<file path="src/rtl/cd_spi_slave_if.sv">
// SPI pins and CDBUS CSR port bundled for the cd_spi_slave bridge.
// The slave modport is the bridge's view; master is the MCU/controller side.
interface cd_spi_slave_if;
  logic       sclk;
  logic       mosi;
  logic       nss;
  logic       miso;
  logic       miso_oe;
  logic       chip_select;
  logic [4:0] csr_address;
  logic       csr_read;
  logic [7:0] csr_readdata;
  logic       csr_write;
  logic [7:0] csr_writedata;

  modport slave (
    input  sclk, mosi, nss, csr_readdata,
    output miso, miso_oe, chip_select, csr_address, csr_read, csr_write, csr_writedata
  );

  modport master (
    output sclk, mosi, nss, csr_readdata,
    input  miso, miso_oe, chip_select, csr_address, csr_read, csr_write, csr_writedata
  );
endinterface

</file>
<file path="src/rtl/cd_spi_slave.sv">
// SPI mode-0 slave that turns command/data frames into single-cycle CDBUS CSR strobes.
// Byte 0 carries R/W and address; following bytes burst to or from that address.
module cd_spi_slave #(
  parameter int unsigned SYNC_LEN = 2
) (
  input  logic            clk,
  input  logic            reset_n,
  cd_spi_slave_if.slave   bus
);

  typedef enum logic [1:0] {StWaitIdle, StIdle, StCmd, StData} state_e;

  state_e               state_q, state_d;
  logic [SYNC_LEN-1:0]  sclk_sync_q, mosi_sync_q, nss_sync_q;
  logic                 sclk_prev_q, nss_prev_q;
  logic [2:0]           cnt_q, cnt_d;
  logic [6:0]           rx_q, rx_d;
  logic [7:0]           tx_q, tx_d;
  logic                 skip_q, skip_d;
  logic                 load_q, load_d;
  logic                 wr_mode_q, wr_mode_d;
  logic [4:0]           addr_q, addr_d;
  logic                 rd_q, rd_d;
  logic                 wr_q, wr_d;
  logic [7:0]           wdata_q, wdata_d;

  logic       sclk_s, mosi_s, nss_s;
  logic       rise, fall, nss_fall;
  logic [7:0] byte_in;

  assign sclk_s   = sclk_sync_q[SYNC_LEN-1];
  assign mosi_s   = mosi_sync_q[SYNC_LEN-1];
  assign nss_s    = nss_sync_q[SYNC_LEN-1];
  assign rise     = sclk_s & ~sclk_prev_q;
  assign fall     = ~sclk_s & sclk_prev_q;
  assign nss_fall = ~nss_s & nss_prev_q;
  assign byte_in  = {rx_q, mosi_s};

  // nss synchroniser resets low so a frame already running at reset release is not
  // mistaken for an idle bus.
  always_ff @(posedge clk or negedge reset_n) begin
    if (!reset_n) begin
      sclk_sync_q <= '0;
      mosi_sync_q <= '0;
      nss_sync_q  <= '0;
      sclk_prev_q <= 1'b0;
      nss_prev_q  <= 1'b0;
    end else begin
      sclk_sync_q <= {sclk_sync_q[SYNC_LEN-2:0], bus.sclk};
      mosi_sync_q <= {mosi_sync_q[SYNC_LEN-2:0], bus.mosi};
      nss_sync_q  <= {nss_sync_q[SYNC_LEN-2:0], bus.nss};
      sclk_prev_q <= sclk_s;
      nss_prev_q  <= nss_s;
    end
  end

  always_ff @(posedge clk or negedge reset_n) begin
    if (!reset_n) begin
      state_q   <= StWaitIdle;
      cnt_q     <= 3'd0;
      rx_q      <= 7'd0;
      tx_q      <= 8'd0;
      skip_q    <= 1'b0;
      load_q    <= 1'b0;
      wr_mode_q <= 1'b0;
      addr_q    <= 5'd0;
      rd_q      <= 1'b0;
      wr_q      <= 1'b0;
      wdata_q   <= 8'd0;
    end else begin
      state_q   <= state_d;
      cnt_q     <= cnt_d;
      rx_q      <= rx_d;
      tx_q      <= tx_d;
      skip_q    <= skip_d;
      load_q    <= load_d;
      wr_mode_q <= wr_mode_d;
      addr_q    <= addr_d;
      rd_q      <= rd_d;
      wr_q      <= wr_d;
      wdata_q   <= wdata_d;
    end
  end

  always_comb begin
    state_d   = state_q;
    cnt_d     = cnt_q;
    rx_d      = rx_q;
    tx_d      = tx_q;
    skip_d    = skip_q;
    wr_mode_d = wr_mode_q;
    addr_d    = addr_q;
    wdata_d   = wdata_q;
    rd_d      = 1'b0;
    wr_d      = 1'b0;
    load_d    = rd_q;

    // The first fall after a load must not shift: bit7 is already on miso for the next rise.
    if (load_q) begin
      tx_d   = bus.csr_readdata;
      skip_d = 1'b1;
    end else if (fall) begin
      if (skip_q) skip_d = 1'b0;
      else        tx_d   = {tx_q[6:0], 1'b0};
    end

    case (state_q)
      StWaitIdle: if (nss_s) state_d = StIdle;
      StIdle: begin
        if (nss_fall) begin
          state_d = StCmd;
          cnt_d   = 3'd0;
          rx_d    = 7'd0;
          tx_d    = 8'd0;
          skip_d  = 1'b0;
        end
      end
      StCmd: begin
        if (rise) begin
          cnt_d = cnt_q + 3'd1;
          rx_d  = byte_in[6:0];
          if (cnt_q == 3'd7) begin
            addr_d    = byte_in[4:0];
            wr_mode_d = byte_in[7];
            rd_d      = ~byte_in[7];
            state_d   = StData;
          end
        end
      end
      StData: begin
        if (rise) begin
          cnt_d = cnt_q + 3'd1;
          rx_d  = byte_in[6:0];
          if (cnt_q == 3'd7) begin
            if (wr_mode_q) begin
              wr_d    = 1'b1;
              wdata_d = byte_in;
            end else begin
              rd_d = 1'b1;
            end
          end
        end
      end
      default: state_d = StWaitIdle;
    endcase

    // Strobes decided above still fire when nss rises on the 8th edge.
    if ((state_q == StCmd || state_q == StData) && nss_s) state_d = StIdle;
  end

  assign bus.chip_select   = (state_q != StWaitIdle) & ~nss_s;
  assign bus.miso_oe       = bus.chip_select;
  assign bus.miso          = tx_q[7];
  assign bus.csr_address   = addr_q;
  assign bus.csr_read      = rd_q;
  assign bus.csr_write     = wr_q;
  assign bus.csr_writedata = wdata_q;

endmodule

</file>
<file path="src/flat_wrapper.sv">
// flat-port wrapper written by rule: the top's interface ports become plain ports
module cd_spi_slave_flat 
#(
  parameter int unsigned SYNC_LEN = 2
)
  (clk, reset_n, bus_sclk, bus_mosi, bus_nss, bus_csr_readdata, bus_miso, bus_miso_oe, bus_chip_select, bus_csr_address, bus_csr_read, bus_csr_write, bus_csr_writedata);
  cd_spi_slave_if bus_i ();
  input  logic clk;
  input  logic reset_n;
  input wire logic [$bits(bus_i.sclk)-1:0] bus_sclk;
  input wire logic [$bits(bus_i.mosi)-1:0] bus_mosi;
  input wire logic [$bits(bus_i.nss)-1:0] bus_nss;
  input wire logic [$bits(bus_i.csr_readdata)-1:0] bus_csr_readdata;
  output wire logic [$bits(bus_i.miso)-1:0] bus_miso;
  output wire logic [$bits(bus_i.miso_oe)-1:0] bus_miso_oe;
  output wire logic [$bits(bus_i.chip_select)-1:0] bus_chip_select;
  output wire logic [$bits(bus_i.csr_address)-1:0] bus_csr_address;
  output wire logic [$bits(bus_i.csr_read)-1:0] bus_csr_read;
  output wire logic [$bits(bus_i.csr_write)-1:0] bus_csr_write;
  output wire logic [$bits(bus_i.csr_writedata)-1:0] bus_csr_writedata;
  assign bus_i.sclk = bus_sclk;
  assign bus_i.mosi = bus_mosi;
  assign bus_i.nss = bus_nss;
  assign bus_i.csr_readdata = bus_csr_readdata;
  assign bus_miso = bus_i.miso;
  assign bus_miso_oe = bus_i.miso_oe;
  assign bus_chip_select = bus_i.chip_select;
  assign bus_csr_address = bus_i.csr_address;
  assign bus_csr_read = bus_i.csr_read;
  assign bus_csr_write = bus_i.csr_write;
  assign bus_csr_writedata = bus_i.csr_writedata;
  cd_spi_slave #(.SYNC_LEN(SYNC_LEN)) u_core (.clk(clk), .reset_n(reset_n), .bus(bus_i));
endmodule
</file>
<file path="config.mk">
export PLATFORM = sky130hd
export DESIGN_NAME = cd_spi_slave_flat
export DESIGN_NICKNAME = d
export VERILOG_FILES = /design/src/rtl/cd_spi_slave_if.sv /design/src/rtl/cd_spi_slave.sv /design/src/flat_wrapper.sv
export SDC_FILE = /design/constraint.sdc
export NUM_CORES = 1
export LEC_CHECK = 0
export CORE_MARGIN = 2
export CORE_UTILIZATION = 52
export DETAILED_ROUTE_END_ITERATION = 10
export PLACE_DENSITY = 0.85
export SLEW_MARGIN = 20
export SYNTH_ARGS = -nofsm -noshare
export SYNTH_HDL_FRONTEND = slang
export SYNTH_SLANG_ARGS = --single-unit
</file>
<file path="constraint.sdc">
create_clock -name clk -period 1.8 [get_ports clk]
set_input_delay 0.27 -clock clk [delete_from_list [all_inputs] [get_ports clk]]
set_output_delay 0.27 -clock clk [all_outputs]
set_load 0.02 [all_outputs]
</file>
======== Yosys cells after proc, flatten, opt, wreduce, memory -nomap -nowiden ========
Index checks and enable logic that the tools add are counted.
word-level totals
  flip-flop bits (word level) ............. 46
  logic and storage cells ................. 77
  output and inout port bits .............. 18
  input port bits ......................... 13
operators by class
  reduce and logical (&&, ||, !) cells .... 11
  eq/ne operators ......................... 10
  bitwise logic cells ..................... 8
  mux-type cells .......................... 31
  add/sub/neg operators ................... 1
operator list
  cell                                                   number
  two-way mux 8 bit                                      5
  two-way mux 7 bit                                      2
  case mux 7 bit (2 select lines)                        1
  two-way mux 1 bit                                      13
  two-way mux 2 bit                                      5
  two-way mux 3 bit                                      2
  inequality test 3 x 1 -> 1 bit, second input constant  2
  inequality test 3 x 2 -> 1 bit, second input constant  2
  case mux 2 bit (3 select lines)                        1
  case mux 3 bit (2 select lines)                        1
  AND reduction 3 bit                                    2
  AND reduction 5 bit                                    1
  bitwise AND 1 bit                                      4
  == test 2 bit, second input constant                   2
  inequality test 2 x 1 -> 1 bit, second input constant  2
  inverter 1 bit                                         4
  AND reduction 4 bit                                    1
  nonzero test 2 bit                                     2
  nonzero test 4 bit                                     1
  adder 3 x 1 -> 3 bit, second input constant            1
  == test 3 bit, second input constant                   1
  == test 2 x 1 -> 1 bit, second input constant          1
  zero test 2 bit                                        1
  case mux 1 bit (2 select lines)                        1
  other kinds (3)                                        3

======== Logic depth before layout (Yosys ltp) ========
  depth after elaboration ................. 6
  gate-level depth with buffers ........... 7
  mapped depth without buffers ............ 6

======== Worst setup path before layout ========
OpenSTA, ideal clock, no wires.
  kind .................................... register to register
  start point ............................. reg u_core.state_q[0]
  end point ............................... reg u_core.cnt_q[0]
  clock period less this slack ............ 1.638 ns
  arrival time ............................ 1.514 ns
  path buffers ............................ 1
  data required time ...................... 1.677 ns
  library setup time ...................... 0.123 ns
  path slack .............................. 0.162 ns
  cell stages (with the launch flop) ...... 8
  cell sequence ........................... dfrtp_1 -> inv_1 -> ha_1 -> or2_1 -> a221o_1 -> buf_2 -> nand2_1 -> o21ai_1
between the ends
  word-level cells in the longest chain between the ends .. 4
  elaborated cells between the ends (all ways) .. 9
  those cells by class .................... eq/ne: 5; mux: 1; reduce/logical: 3
ends and longest elaborated chain
  what                                                                                   line                 source
  start: declaration                                                                     cd_spi_slave.sv:13   state_e state_q, state_d;
  start signal: assignment                                                               cd_spi_slave.sv:59   state_q <= StWaitIdle;
  start signal: assignment                                                               cd_spi_slave.sv:71   state_q <= state_d;
  == test 2 bit                                                                          cd_spi_slave.sv:107  case (state_q)
  OR reduction 2 bit (no source line)                                                    -
  inequality test 2 x 1 -> 1 bit (no source line) or nonzero test 2 bit (tied branches)  -
  AND reduction 3 bit (no source line)                                                   -
  end signal: assignment                                                                 cd_spi_slave.sv:72   cnt_q <= cnt_d;
  end: declaration                                                                       cd_spi_slave.sv:16   logic [2:0] cnt_q, cnt_d;
Parallel ways exist; a longest one is shown, timed or not.
A chain may end at the register's enable or synchronous reset.

======== Worst setup path after layout ========
  start point ............................. reg u_core.state_q[0]
  end point ............................... reg u_core.rx_q[6]
between the ends
  word-level cells in the longest chain between the ends .. 4
  elaborated cells between the ends (all ways) .. 9
  those cells by class .................... eq/ne: 5; mux: 1; reduce/logical: 3
ends and longest elaborated chain
  what                                                                                   line                 source
  == test 2 bit                                                                          cd_spi_slave.sv:107
  OR reduction 2 bit (no source line)                                                    -
  inequality test 2 x 1 -> 1 bit (no source line) or nonzero test 2 bit (tied branches)  -
  AND reduction 3 bit (no source line)                                                   -
  end signal: assignment                                                                 cd_spi_slave.sv:73   rx_q <= rx_d;
  end: declaration                                                                       cd_spi_slave.sv:17   logic [6:0] rx_q, rx_d;
Parallel ways exist; a longest one is shown, timed or not.

==> flow_summary_export.csv <==
group,metric,value,unit
layout,finalNetCount,218,
sta,rsz0062_at_grt,"false",
die,core_area,3630,um2
synth,ys_seq_elements,46,
cts,cts_tree,"built",
drt,avgRoutedWirePerCell,13.4,um
sta,fin_hold_ws,0.350,ns
global_routing,gr-total-overflow,0,
synth,yosys_warnings,0,
layout,drive_gt1_share,19.2,%
global_routing,grt_pass1_vias,1398,
sta,finalSetupTns,0,ns
power_and_ir_drop,ir_worst_vdd,0.574,mV
synth,synthFlopType,"dfrtp_1",
sta,slew_viol_final,0,
setup_path,critPathKind,"flip-flop to flip-flop",
power_and_ir_drop,leakage,1.14,nW
synth,yosysMostFrequentCell,"dfrtp_1",
layout,insertedDiodeCount,0,
synth,syn_area,1940,um2
setup_path,cp_top_family,"flip-flops",
sta,fin_crit_sh,93.3,%
synth,synth-seq-area-share,59.4,%
setup_path,cpPeakStageDelay,0.40,ns
die,start_util,53.3,%
setup_path,cp.required,1.97,ns
synth,synth_top_area_share,59.4,%
cts,htree_levels,2,
cts,postCtsSetupBuffers,0,
global_routing,grt_pass1_wl,5.87,mm
layout,fillers,293,
sta,finClkSkew,0.00552,ns
drt,avgViaCountPerCell,5.08,
synth,synthCells,159,
sta,fin_crit,1.68,ns
cts,cts.root.buffer_cell,"clkbuf_8",
job,maxCapViolations,0,
die,design.die.area,4230,um2
setup_path,arrival,1.85,ns
sta,finalHoldViolCount,0,
outcome,status,"complete, no violations",
setup_path,crit_slowest_cell,"dfrtp_1",
place,numPortBuffers,30,
synth,ys_top_cells_by_area,"dfrtp_1 (59%), mux2_2 (12%), mux2i_1 (4.6%)",
drt,drt_first_pass_iters,4,
die,rows,22,
cts,cts_sinks,46,
synth,synth_cell_type_count,22,
cts,cts_buffer_depth,2,
setup_path,crit_path_start_kind,"flip-flop",
cts,clk_pin_slew,0.08,ns
sta,worstMarginPinSlew,0.519,ns
power_and_ir_drop,power.density,1040,nW/um2
drt,drc,0,
setup_path,crit_path_end_kind,"flip-flop",
die,die_h,65.1,um
drt,drtIter0Drc,37,
drt,postRouteAntennaNets,0,
cts,clk_latency,0.29,ns
global_routing,grt_max_degree,47,
synth,synth.avg_cell_area,12.2,um2
layout,area_growth,24.6,%
cts,cts-buffers-inserted,5,
synth,synth_largest_area_cell,"dfrtp_1",
global_routing,antenna_found_initial,0,
place,finalWeightedCongestion,0.699,
synth,synth-edff-count,0,
synth,synth-async-reset-ratio,100,%
worst_hold_path,hold_class,"flip-flop to flip-flop",
layout,multiInputGateArea,736,um2
sta,slew-limit-headroom,64.8,%
sta,finalSetupViolCount,0,
die,boundaryPins,31,
setup_path,crit_fanout,20,
global_routing,grt_usage,18.0,%
setup_path,path_cells,"inv_2, ha_1, or2_1, a221o_1, buf_12, nand2_1, o21ai_1",
drt,drt_wl_total,3.29,mm
sta,clock.fmax,595,MHz
synth,syn_nets,179,
place,hpwl,2.41,mm
setup_path,path_buf_inv,2,
die,die_x,65.1,um
layout,seq_area,1150,um2
synth,synth_common_cells,"dfrtp_1 (46), nand2_1 (23), mux2_2 (21)",
drt,num_vias,1250,
## routing by layer
layer,up-vias,track usage (%),part of all wire [%]
li1,610,-,-
met1,598,20.1,42
met2,35,33.8,51
met3,7,3.30,4.7
met4,0,7.03,1.7
met5,-,0,0
## power by group
| part | switching, W | leakage (nW) | internal (W) |
|---|---|---|---|
| clock | 0.000293 | 0.0383 | 0.000267 |
| combinational | 0.000424 | 0.483 | 0.000326 |
| sequential | 0.0000760 | 0.617 | 0.00112 |
| total | 0.000793 | 1.14 | 0.00171 |
## sequential cells by signal, summed over array words and instances, names as in the netlist
register / count
u_core.cnt_q: 3
u_core.skip_q: 1
u_core.bus.csr_address: 5
u_core.bus.csr_read: 1
u_core.sclk_prev_q: 1
u_core.nss_prev_q: 1
u_core.state_q: 2
u_core.rx_q: 7
u_core.tx_q: 8
u_core.bus.csr_writedata: 8
u_core.nss_sync_q: 2
u_core.wr_mode_q: 1
u_core.mosi_sync_q: 2
u_core.load_q: 1
u_core.sclk_sync_q: 2
u_core.bus.csr_write: 1
## final timing paths
path	from	endpoint	slack [ns]	cells after the start
worst min-delay path	u_core.nss_sync_q[0]	u_core.nss_sync_q[1]	0.35	0
worst max-delay path	u_core.state_q[0]	u_core.rx_q[6]	0.12	7
min in group asynchronous	reset_n	u_core.nss_prev_q	0.47	3
worst max register to register	u_core.state_q[0]	u_core.rx_q[6]	0.12	7
worst min register to register	u_core.nss_sync_q[0]	u_core.nss_sync_q[1]	0.35	0
max in group asynchronous	reset_n	u_core.bus.csr_writedata[1]	1.11	3
## timing repair
action | in CTS | in global routing
setup endpoints to repair | 2 | 13
hold buffers | 1 | 0
gates resized for setup | 2 | 5
pin swaps | 0 | 1
hold endpoints to repair | 46 | 0
## area by class of cell
type                    count  area share [%]
multi-input cells         102            30.5
inverters                   5           0.777
well taps                  48            2.49
clock buffers               7            3.16
flip-flops and latches     46            47.7
repair buffers             38            15.4
## placed cells by master (no fill, tap or decap), drive strengths merged
master         synthesis  routed
mux2                  21      21
ha                     7       7
buf                    4       8
nand3b                 2       2
or2                    1       1
a221o                  1       1
nand2b                 4       4
dfrtp                 46      46
dlygate4sd3            0       1
mux2i                  9       9
clkdlybuf4s50          0      27
and3                   1       1
inv                    5       5
a21oi                  4       4
clkbuf                 2       9
nor2                  13      13
o311ai                 1       1
o21ai                 11      11
nand2                 23      23
nor2b                  1       1
nor3b                  3       3
## worst reg2reg max path: stages (launching register included)
cell and delay, ns:
dfrtp_1 0.40, inv_2 0.08, ha_1 0.21, or2_1 0.24, a221o_1 0.33, buf_12 0.16
nand2_1 0.07, o21ai_1 0.06
## logic make-up after synthesis
group / after synthesis / synth area share [%]
compound gates: 17 / 4.84
fa+ha+maj: 7 / 4.52
buf+inv: 11 / 2.65
flops: 46 / 59.4
mux: 30 / 16.8
simple gates: 48 / 11.7
## through the flow
step / util, % / total power [W] / std cells / area (um2) / setup slack, ns
global placement: 64.4 / 0.00191 / 238 / 2340 / 0.131
CTS: 66.7 / 0.00254 / 246 / 2420 / 0.0241
detailed placement: 64.4 / 0.00198 / 238 / 2340 / 0.0523
finish: 66.5 / 0.00250 / 246 / 2410 / 0.120
global route: 66.5 / 0.00269 / 246 / 2410 / 0.0205
floorplan: - / 0.00168 / 159 / 1940 / 0.162
Power figures use the tool's default switching activity.
